<file path="config.mk">
export PLATFORM = sky130hd
export DESIGN_NAME = psram_arbiter_flat
export DESIGN_NICKNAME = d
export VERILOG_FILES = /design/src/rtl/psram_arbiter_pkg.sv /design/src/rtl/psram_arbiter_if.sv /design/src/rtl/psram_arbiter.sv /design/src/flat_wrapper.sv
export SDC_FILE = /design/constraint.sdc
export NUM_CORES = 1
export LEC_CHECK = 0
export BUFFER_PORTS_ARGS = -buffer_cell sky130_fd_sc_hd__buf_2
export CAP_MARGIN = 10
export CORE_AREA = 2 2 82 84
export DETAILED_ROUTE_END_ITERATION = 12
export DIE_AREA = 0 0 84 86
export PLACE_DENSITY = 0.69
export SYNTH_ARGS = -nofsm -noshare
export SYNTH_HDL_FRONTEND = slang
export SYNTH_SLANG_ARGS = --single-unit
</file>
<file path="constraint.sdc">
create_clock -name clk -period 1.58 [get_ports clk]
set_input_delay 0.316 -clock clk [delete_from_list [all_inputs] [get_ports clk]]
set_output_delay 0.316 -clock clk [all_outputs]
set_load 0.01 [all_outputs]
</file>
<file path="src/rtl/psram_arbiter_pkg.sv">
// Shared types for the PSRAM arbiter: grant FSM states, port identifiers and
// the round-robin winner selection.
package psram_arbiter_pkg;

  typedef enum bit [2:0] {
    WAIT_CALIB = 3'd0,
    IDLE       = 3'd1,
    GRANT_WR   = 3'd2,
    GRANT_RD   = 3'd3,
    RELEASE    = 3'd4
  } t_state;

  typedef enum bit {
    PORT_WR = 1'b0,
    PORT_RD = 1'b1
  } t_port;

  // Only meaningful when at least one request is high; a tie goes to the port
  // that did not win last time.
  function automatic t_port pick_port(input logic wr_rq, input logic rd_rq,
                                      input t_port last_grant);
    t_port winner;
    winner = PORT_WR;
    if (wr_rq && rd_rq) begin
      winner = (last_grant == PORT_WR) ? PORT_RD : PORT_WR;
    end else if (rd_rq) begin
      winner = PORT_RD;
    end
    return winner;
  endfunction

endpackage

</file>
<file path="src/rtl/psram_arbiter_if.sv">
// Bus bundle between the frame writer, the frame reader, the arbiter and the
// PSRAM controller. The slave modport is the arbiter's view.
interface psram_arbiter_if #(
  parameter int ADDR_WIDTH = 21,
  parameter int DATA_WIDTH = 32
);

  logic                    wr_rq;
  logic                    wr_ack;
  logic                    wr_en;
  logic [ADDR_WIDTH-1:0]   wr_addr;
  logic [DATA_WIDTH-1:0]   wr_data;

  logic                    rd_rq;
  logic                    rd_ack;
  logic                    rd_en;
  logic [ADDR_WIDTH-1:0]   rd_addr;
  logic [DATA_WIDTH-1:0]   rd_data;
  logic                    rd_data_valid;

  logic                    mem_cmd;
  logic                    mem_cmd_en;
  logic [ADDR_WIDTH-1:0]   mem_addr;
  logic [DATA_WIDTH-1:0]   mem_wr_data;
  logic [DATA_WIDTH/8-1:0] mem_data_mask;
  logic [DATA_WIDTH-1:0]   mem_rd_data;
  logic                    mem_rd_data_valid;

  modport slave (
    input  wr_rq, wr_en, wr_addr, wr_data,
    input  rd_rq, rd_en, rd_addr,
    input  mem_rd_data, mem_rd_data_valid,
    output wr_ack, rd_ack, rd_data, rd_data_valid,
    output mem_cmd, mem_cmd_en, mem_addr, mem_wr_data, mem_data_mask
  );

  modport master (
    output wr_rq, wr_en, wr_addr, wr_data,
    output rd_rq, rd_en, rd_addr,
    output mem_rd_data, mem_rd_data_valid,
    input  wr_ack, rd_ack, rd_data, rd_data_valid,
    input  mem_cmd, mem_cmd_en, mem_addr, mem_wr_data, mem_data_mask
  );

endinterface

</file>
<file path="src/rtl/psram_arbiter.sv">
// Shares one PSRAM controller between the frame writer and the frame reader:
// calibration gate, round-robin grant FSM with watchdog, and command mux.
module psram_arbiter
  import psram_arbiter_pkg::*;
#(
`ifdef __ICARUS__
  parameter string MODULE_NAME   = "psram_arbiter",
  parameter int    LOG_LEVEL     = 1,
`endif
  parameter int    ADDR_WIDTH    = 21,
  parameter int    DATA_WIDTH    = 32,
  parameter int    GRANT_TIMEOUT = 256
) (
  input  logic                 clk,
  input  logic                 reset_n,
  input  logic                 calib_done,
  psram_arbiter_if.slave       bus,
  output logic                 timeout_err,
  output t_state               dbg_state
);

  localparam int             CW       = (GRANT_TIMEOUT > 2) ? $clog2(GRANT_TIMEOUT) : 1;
  localparam logic [CW-1:0]  HOLD_MAX = CW'(GRANT_TIMEOUT - 1);
  localparam int             MASK_W   = DATA_WIDTH / 8;

  t_state        state;
  t_port         last_grant;
  t_port         winner;
  logic [CW-1:0] hold_cnt;
  logic          hold_last;
  logic          wr_ack_r;
  logic          rd_ack_r;
  logic          timeout_err_r;

  assign winner    = pick_port(bus.wr_rq, bus.rd_rq, last_grant);
  assign hold_last = (hold_cnt == HOLD_MAX);

  // Handshake: a requester raises x_rq and holds it for its whole burst; x_ack
  // is high exactly while the grant is held, and x_en is honoured only then.
  // Dropping x_rq (or the watchdog) ends the grant; one turnaround cycle follows.
  always_ff @(posedge clk or negedge reset_n) begin
    if (!reset_n) begin
      state         <= WAIT_CALIB;
      last_grant    <= PORT_WR;
      hold_cnt      <= '0;
      wr_ack_r      <= 1'b0;
      rd_ack_r      <= 1'b0;
      timeout_err_r <= 1'b0;
    end else begin
      case (state)
        WAIT_CALIB: begin
          if (calib_done) begin
            state <= IDLE;
          end
        end
        IDLE: begin
          if (!calib_done) begin
            state <= WAIT_CALIB;
          end else if (bus.wr_rq || bus.rd_rq) begin
            hold_cnt   <= '0;
            last_grant <= winner;
            if (winner == PORT_WR) begin
              state    <= GRANT_WR;
              wr_ack_r <= 1'b1;
            end else begin
              state    <= GRANT_RD;
              rd_ack_r <= 1'b1;
            end
          end
        end
        GRANT_WR: begin
          if (!bus.wr_rq || hold_last) begin
            state    <= RELEASE;
            wr_ack_r <= 1'b0;
            if (bus.wr_rq) begin
              timeout_err_r <= 1'b1;
            end
          end else begin
            hold_cnt <= hold_cnt + 1'b1;
          end
        end
        GRANT_RD: begin
          if (!bus.rd_rq || hold_last) begin
            state    <= RELEASE;
            rd_ack_r <= 1'b0;
            if (bus.rd_rq) begin
              timeout_err_r <= 1'b1;
            end
          end else begin
            hold_cnt <= hold_cnt + 1'b1;
          end
        end
        RELEASE: begin
          // Calibration lost during a grant sends us back to wait for it.
          state <= calib_done ? IDLE : WAIT_CALIB;
        end
        default: begin
          state <= WAIT_CALIB;
        end
      endcase
    end
  end

  always_comb begin
    bus.mem_cmd     = 1'b0;
    bus.mem_cmd_en  = 1'b0;
    bus.mem_addr    = {ADDR_WIDTH{1'b0}};
    bus.mem_wr_data = {DATA_WIDTH{1'b0}};
    case (state)
      GRANT_WR: begin
        bus.mem_cmd     = 1'b1;
        bus.mem_cmd_en  = bus.wr_en;
        bus.mem_addr    = bus.wr_addr;
        bus.mem_wr_data = bus.wr_data;
      end
      GRANT_RD: begin
        bus.mem_cmd_en  = bus.rd_en;
        bus.mem_addr    = bus.rd_addr;
      end
      default: begin
      end
    endcase
  end

  // The controller only returns data for reads, so no ownership tracking.
  assign bus.rd_data       = bus.mem_rd_data;
  assign bus.rd_data_valid = bus.mem_rd_data_valid;
  assign bus.mem_data_mask = {MASK_W{1'b0}};
  assign bus.wr_ack        = wr_ack_r;
  assign bus.rd_ack        = rd_ack_r;
  assign timeout_err       = timeout_err_r;
  assign dbg_state         = state;

`ifdef __ICARUS__
  logic grant_evt;
  logic timeout_evt;

  assign grant_evt   = (state == IDLE) && calib_done && (bus.wr_rq || bus.rd_rq);
  assign timeout_evt = hold_last && (((state == GRANT_WR) && bus.wr_rq) ||
                                     ((state == GRANT_RD) && bus.rd_rq));

  psram_logger #(
    .MODULE_NAME (MODULE_NAME),
    .LOG_LEVEL   (LOG_LEVEL)
  ) u_logger (
    .clk         (clk),
    .grant_evt   (grant_evt),
    .grant_port  (winner),
    .timeout_evt (timeout_evt)
  );
`endif

endmodule
</file>
<file path="src/flat_wrapper.sv">
// flat-port wrapper written by rule: the top's interface ports become plain ports
module psram_arbiter_flat import psram_arbiter_pkg::*;
#(

  parameter int    ADDR_WIDTH    = 21,
  parameter int    DATA_WIDTH    = 32,
  parameter int    GRANT_TIMEOUT = 256
)
  (clk, reset_n, calib_done, timeout_err, dbg_state, bus_wr_rq, bus_wr_en, bus_wr_addr, bus_wr_data, bus_rd_rq, bus_rd_en, bus_rd_addr, bus_mem_rd_data, bus_mem_rd_data_valid, bus_wr_ack, bus_rd_ack, bus_rd_data, bus_rd_data_valid, bus_mem_cmd, bus_mem_cmd_en, bus_mem_addr, bus_mem_wr_data, bus_mem_data_mask);
  psram_arbiter_if #(.ADDR_WIDTH(ADDR_WIDTH), .DATA_WIDTH(DATA_WIDTH)) bus_i ();
  input  logic clk;
  input  logic reset_n;
  input  logic calib_done;
  output logic timeout_err;
  output t_state dbg_state;
  input wire logic [$bits(bus_i.wr_rq)-1:0] bus_wr_rq;
  input wire logic [$bits(bus_i.wr_en)-1:0] bus_wr_en;
  input wire logic [$bits(bus_i.wr_addr)-1:0] bus_wr_addr;
  input wire logic [$bits(bus_i.wr_data)-1:0] bus_wr_data;
  input wire logic [$bits(bus_i.rd_rq)-1:0] bus_rd_rq;
  input wire logic [$bits(bus_i.rd_en)-1:0] bus_rd_en;
  input wire logic [$bits(bus_i.rd_addr)-1:0] bus_rd_addr;
  input wire logic [$bits(bus_i.mem_rd_data)-1:0] bus_mem_rd_data;
  input wire logic [$bits(bus_i.mem_rd_data_valid)-1:0] bus_mem_rd_data_valid;
  output wire logic [$bits(bus_i.wr_ack)-1:0] bus_wr_ack;
  output wire logic [$bits(bus_i.rd_ack)-1:0] bus_rd_ack;
  output wire logic [$bits(bus_i.rd_data)-1:0] bus_rd_data;
  output wire logic [$bits(bus_i.rd_data_valid)-1:0] bus_rd_data_valid;
  output wire logic [$bits(bus_i.mem_cmd)-1:0] bus_mem_cmd;
  output wire logic [$bits(bus_i.mem_cmd_en)-1:0] bus_mem_cmd_en;
  output wire logic [$bits(bus_i.mem_addr)-1:0] bus_mem_addr;
  output wire logic [$bits(bus_i.mem_wr_data)-1:0] bus_mem_wr_data;
  output wire logic [$bits(bus_i.mem_data_mask)-1:0] bus_mem_data_mask;
  assign bus_i.wr_rq = bus_wr_rq;
  assign bus_i.wr_en = bus_wr_en;
  assign bus_i.wr_addr = bus_wr_addr;
  assign bus_i.wr_data = bus_wr_data;
  assign bus_i.rd_rq = bus_rd_rq;
  assign bus_i.rd_en = bus_rd_en;
  assign bus_i.rd_addr = bus_rd_addr;
  assign bus_i.mem_rd_data = bus_mem_rd_data;
  assign bus_i.mem_rd_data_valid = bus_mem_rd_data_valid;
  assign bus_wr_ack = bus_i.wr_ack;
  assign bus_rd_ack = bus_i.rd_ack;
  assign bus_rd_data = bus_i.rd_data;
  assign bus_rd_data_valid = bus_i.rd_data_valid;
  assign bus_mem_cmd = bus_i.mem_cmd;
  assign bus_mem_cmd_en = bus_i.mem_cmd_en;
  assign bus_mem_addr = bus_i.mem_addr;
  assign bus_mem_wr_data = bus_i.mem_wr_data;
  assign bus_mem_data_mask = bus_i.mem_data_mask;
  psram_arbiter #(.ADDR_WIDTH(ADDR_WIDTH), .DATA_WIDTH(DATA_WIDTH), .GRANT_TIMEOUT(GRANT_TIMEOUT)) u_core (.clk(clk), .reset_n(reset_n), .calib_done(calib_done), .bus(bus_i), .timeout_err(timeout_err), .dbg_state(dbg_state));
endmodule
</file>
* Word level (Yosys, flattened, before mapping) *
Index checks and enable logic that the tools add are counted.

cells by class
  multiplexer cells = 35
  reduce and logical (&&, ||, !) cells = 17
  add/sub/neg operators = 1
  equality and inequality tests = 17

operator list
  operator             number
  $pmux 21 s2          1
  $mux 32              1
  $mux 8               4
  $pmux 8 s3           1
  $reduce_and 5->1     4
  $mux 1               18
  $mux 3               5
  $pmux 3 s5           1
  $ne 2x2->1 const B   7
  $add 8x1->8 const B  1
  $eq 8x8->1 const B   1
  $ne 2x1->1 const B   4
  $pmux 1 s2           4
  $eq 3x2->1 const B   2
  $reduce_bool 2->1    3
  $reduce_and 4->1     1
  $eq 3x1->1 const B   1
  $eq 3x3->1 const B   1
  $logic_not 3->1      1
  $logic_or 1x1->1     3
  $ne 3x2->1 const B   1
  $reduce_and 3->1     1
  $reduce_bool 3->1    1
  $logic_not 1->1      2
  $logic_and 1x1->1    1

storage, ports and cells
  flip-flop bits (word level) = 15
  output and inout port bits = 98
  logic and storage cells = 76
  input bits = 114

* Longest topological paths before layout *
  word-level depth = 6
  depth in mapped cells = 6
  mapped depth without buffers = 5

* Least setup slack after synthesis *
OpenSTA, ideal clock, no wires.

  kind = register to output
  from = reg u_core.state[1] (netlist: u_core.dbg_state[1])
  to = out bus_mem_wr_data[10]
  data required time = 1264 ps
  buffers on the path = 3
  arrival time = 1404 ps
  setup slack = -140 ps
  stages on the path, launching flop included = 7
  cell sequence = dfrtp_1 > buf_2 > inv_1 > nor3_2 > buf_2 > clkbuf_1 > and2_1

on the way
  cells in the longest elaborated chain, start to end = 2

ends and longest elaborated chain
  what                    RTL line              text
  from (decl)             psram_arbiter.sv:26   t_state state;
  from (signal assigned)  psram_arbiter.sv:95   state <= calib_done ? IDLE : WAIT_CALIB;
  $eq 3x2->1              psram_arbiter.sv:109  case (state)
  $mux 32                 psram_arbiter.sv:109
  to (decl)               flat_wrapper.sv:32    output wire logic [$bits(bus_i.mem_wr_data)-1:0] bus_mem_wr_data;

No other way between the ends.

* Worst setup path in the final report *
  from = reg u_core.state[2] (netlist: u_core.dbg_state[2])
  to = out bus_mem_addr[14]

on the way
  cells in the longest elaborated chain, start to end = 2
  elaborated cells between the ends (all ways) = 3
  those cells by class = 2 x eq/ne; 1 x mux

ends and longest elaborated chain
  what           RTL line              text
  $eq 3x2->1     psram_arbiter.sv:109
  $pmux 21 s2 *  psram_arbiter.sv:109
  to (decl)      flat_wrapper.sv:31    output wire logic [$bits(bus_i.mem_addr)-1:0] bus_mem_addr;

Mark *: on every way between the ends. The rest lies on a longest branch, timed or not.

==> flow_summary_export.csv <==
group,metric,value,unit
global_routing,grt_pass1_wl,9.27,mm
final_layout,final_common_cell,"buf_2",
final_layout,fin_nets,449,
setup_path,crit_path_max_fanout,19,
synth,synth-xor-area-share,0,
routing,viasPerCell,4.70,
global_routing,grt_max_degree,20,
clock_network,cts_htree_levels,1,
final_layout,antenna_cells,0,
setup_path,crit_required,1.26,ns
routing,vias,1925,
floorplanning,ios,212,
clock_network,clk_latency,0.26,ns
routing,wl_per_cell,16.1,um
power_and_ir_drop,p_clk_frac,0.086,
setup_path,r2r_end,"u_core.hold_cnt[6]$_DFFE_PN0P_",
worst_hold_path,hold-path-endpoint,"u_core.last_grant$_DFFE_PN0P_",
power_and_ir_drop,power_switching,1.58,mW
synth,synth_top_area_cell,"dfrtp_1",
synth,yosys-top-cells-area,"dfrtp_1 (24%), buf_4 (18%), and2_1 (13%), a22o_1 (12%), o21ai_0 (2.5%)",
outcome,outcome,"finished, violations left",
final_layout,drive_gt1_frac,0.655,
sta,rsz0062_at_grt,"yes",
sta,fin_crit,1.89,ns
setup_path,reg2reg_from,"u_core.dbg_state[0]$_DFFE_PN0P_",
sta,worst_slack,-0.305,ns
sta,period_share,1.19,
setup_path,critPathSlowestCell,"dfrtp_2",
power_and_ir_drop,swShare,0.411,
sta,fmax,530,MHz
placed_design,place.gp.congestion,0.842,
setup_path,r2r_slack,-0.16,ns
synth,synthAdderAreaFrac,0.00794,
floorplanning,die_w,84,um
setup_path,rr_worst_depth,6,
clock_network,cts_sinks,15,
floorplanning,start_util,0.251,
placed_design,io_buffers,141,
clock_network,clock-root-buffer,"clkbuf_8",
synth,synth-seq-cells,15,
worst_hold_path,hold_start,"bus_wr_rq",
global_routing,antenna_found_initial,0,
power_and_ir_drop,p_int,2.27,mW
worst_hold_path,hold_depth,3,
sta,timing.hold.ws,0.430,ns
clock_network,clockBufferDepth,2,
routing,postRouteAntennaNets,0,
power_and_ir_drop,p_seq_frac,0.154,
clock_network,cts_tree,"yes",
global_routing,grt_pass1_vias,1827,
worst_hold_path,hp-class,"input pin to flip-flop",
setup_path,critical_path.cell_chain,"or2b_1, nor2_4, buf_12, a22o_1, buf_2",
synth,synth.mux.area_fraction,0.00635,
routing,drt_iter0_markers,47,
sta,setup_violations,61,
sta,slew_violations,0,
synth,syn_inst,194,
clock_network,clk_pin_slew,0.06,ns
sta,hold_viol,0,
synth,synth_top_cell_area_share,0.238,
power_and_ir_drop,ir_worst_vdd,0.708,mV
placed_design,place_hpwl,4.87,mm
floorplanning,core,6280,um2
synth,syn-cell-area,1580,um2
final_layout,final_cell_mix,"buf_2 (124), buf_6 (24), buf_4 (23)",
floorplanning,fp.dieH,86,um
final_layout,syn_to_final_growth,75.5,%
power_and_ir_drop,combinationalPowerShare,0.759,
setup_path,startpoint_type,"flip-flop",
synth,synth_top_family_by_area,"compound AO/OA/AOI/OAI gates",
routing,first_pass_iters,4,
global_routing,grt_use_total,0.162,
global_routing,grt-ovfl-total,0,
power_and_ir_drop,finalPower,3.85,mW
synth,ys_warn_count,0,
setup_path,worst-setup-path-type,"flip-flop to output pin",
synth,ys_types,38,
flow_run,maxCapViolCount,0,
routing,remaining_drc_errors,0,
outcome,violations,"setup timing",
power_and_ir_drop,p_leak,1.51,nW
clock_network,cts_buffers,3,
setup_path,cpPeakStageDelay,0.46,ns
final_layout,fillers,621,
synth,synth_area_per_cell,8.13,um2
floorplanning,dieArea,7220,um2
floorplanning,rows,29,
synth,synth_compound_area_frac,0.277,
power_and_ir_drop,p_per_area,1390,nW/um2
routing,wl,6.61,mm
sta,finClkSkew,0.00194,ns
synth,yosys.area_share.simple,0.249,
synth,ys_seq_area_frac,0.238,
setup_path,critPathCaptureType,"output pin",
setup_path,cp.arrival,1.57,ns
## state kept, by name, summed over array words and instances, names as in the netlist
signal              flops
u_core.hold_cnt         8
u_core.bus.rd_ack       1
u_core.last_grant       1
u_core.bus.wr_ack       1
u_core.timeout_err      1
u_core.dbg_state        3
## through the flow
stage                      util  cell area [um2]  setup WS, ns  std cells  setup TNS (ns)
after global routing      0.441             2770        -0.363        410          -18.91
after global placement    0.359             2250       -0.0526        389          -0.385
after detailed placement  0.359             2250        -0.117        389           -3.53
final                     0.441             2770        -0.305        410          -14.89
after floorplan               -             1630       -0.0240        197          -0.657
after CTS                 0.403             2530        -0.299        404          -14.28
## kinds of logic after synthesis
family / Yosys count
AO/OA/AOI/OAI: 56
adder cells (fa/ha/maj): 1
buffers and inverters: 52
flip-flops: 15
multiplexers: 1
other: 1
AND/OR/NAND/NOR: 68
## worst max-delay path, delay by kind of cell, from the launching register on
| kind | cells | cell delay (ns) |
|---|---|---|
| and+or+nand+nor | 2 | 0.43 |
| AOI/OAI and AO/OA | 1 | 0.14 |
| buffers and inverters | 2 | 0.28 |
| DFF | 1 | 0.46 |
## area by class of cell
cell class | count | area, um2 | share of cell area
Sequential cell | 15 | 378 | 0.137
Tap cell | 77 | 96.3 | 0.0348
Clock inverter | 1 | 5.00 | 0.00181
Clock buffer | 3 | 41.3 | 0.0149
Inverter | 4 | 17.5 | 0.00633
Timing Repair Buffer | 179 | 1240 | 0.449
Multi-Input combinational cell | 131 | 987 | 0.357
## how the worst max path moves through the flow
stage                                          end  slack [ns]  depth (start not counted)                             from
floorplan                         bus_mem_addr[11]       -0.02                          5  u_core.dbg_state[0]$_DFFE_PN0P_
global placement    u_core.hold_cnt[6]$_DFFE_PN0P_       -0.05                          5   u_core.hold_cnt[0]$_DFFE_PN0P_
detailed placement  u_core.hold_cnt[1]$_DFFE_PN0P_       -0.12                          4  u_core.dbg_state[2]$_DFFE_PN0P_
CTS                               bus_mem_addr[14]       -0.30                          5  u_core.dbg_state[2]$_DFFE_PN0P_
global route                      bus_mem_addr[13]       -0.36                          5  u_core.dbg_state[2]$_DFFE_PN0P_
finish                            bus_mem_addr[14]       -0.31                          5  u_core.dbg_state[2]$_DFFE_PN0P_
## power groups by stage
stage / clock (mW) / sequential, mW / combinational, mW
after floorplan: 0 / 0.592 / 1.31
after global placement: 0 / 0.602 / 1.99
after detailed placement: 0 / 0.609 / 2.01
after CTS: 0.335 / 0.593 / 2.54
after global routing: 0.357 / 0.607 / 3.12
final: 0.332 / 0.595 / 2.93
## repair_timing
action,CTS,global route
pin swaps,3,26
gates cloned,4,1
setup endpoints to repair,65,67
resized for setup,27,41
setup buffers,6,6
hold buffers,1,0
hold endpoints to repair,15,0
## synth_stat cells, drive strengths merged
| library cell | n |
|---|---|
| a221oi | 1 |
| or3b | 1 |
| nor2 | 4 |
| o21ai | 9 |
| clkbuf | 4 |
| o22ai | 1 |
| a21boi | 1 |
| or2b | 1 |
| and4 | 1 |
| a21o | 2 |
| conb | 1 |
| nor4 | 2 |
| a31o | 1 |
| o21a | 1 |
| nand4 | 1 |
| a211o | 1 |
| nand2b | 3 |
| nand3 | 3 |
| nor3 | 5 |
| ha | 1 |
| dfrtp | 15 |
| inv | 4 |
| and2 | 32 |
| buf | 44 |
| a31oi | 3 |
| o22a | 4 |
| and2b | 1 |
| o21ba | 1 |
| nand2 | 10 |
| a22o | 22 |
| mux2i | 1 |
| or2 | 1 |
| a21oi | 7 |
| a211oi | 2 |
| and3 | 3 |
## metal layers
metal	track usage	vias to the layer above	wire length, um
met4	0.0587	0	159
met2	0.259	119	3240
li1	-	927	-
met3	0.0587	14	653
met1	0.201	865	2550
met5	0	-	0
(Power assumes the default switching activity.)
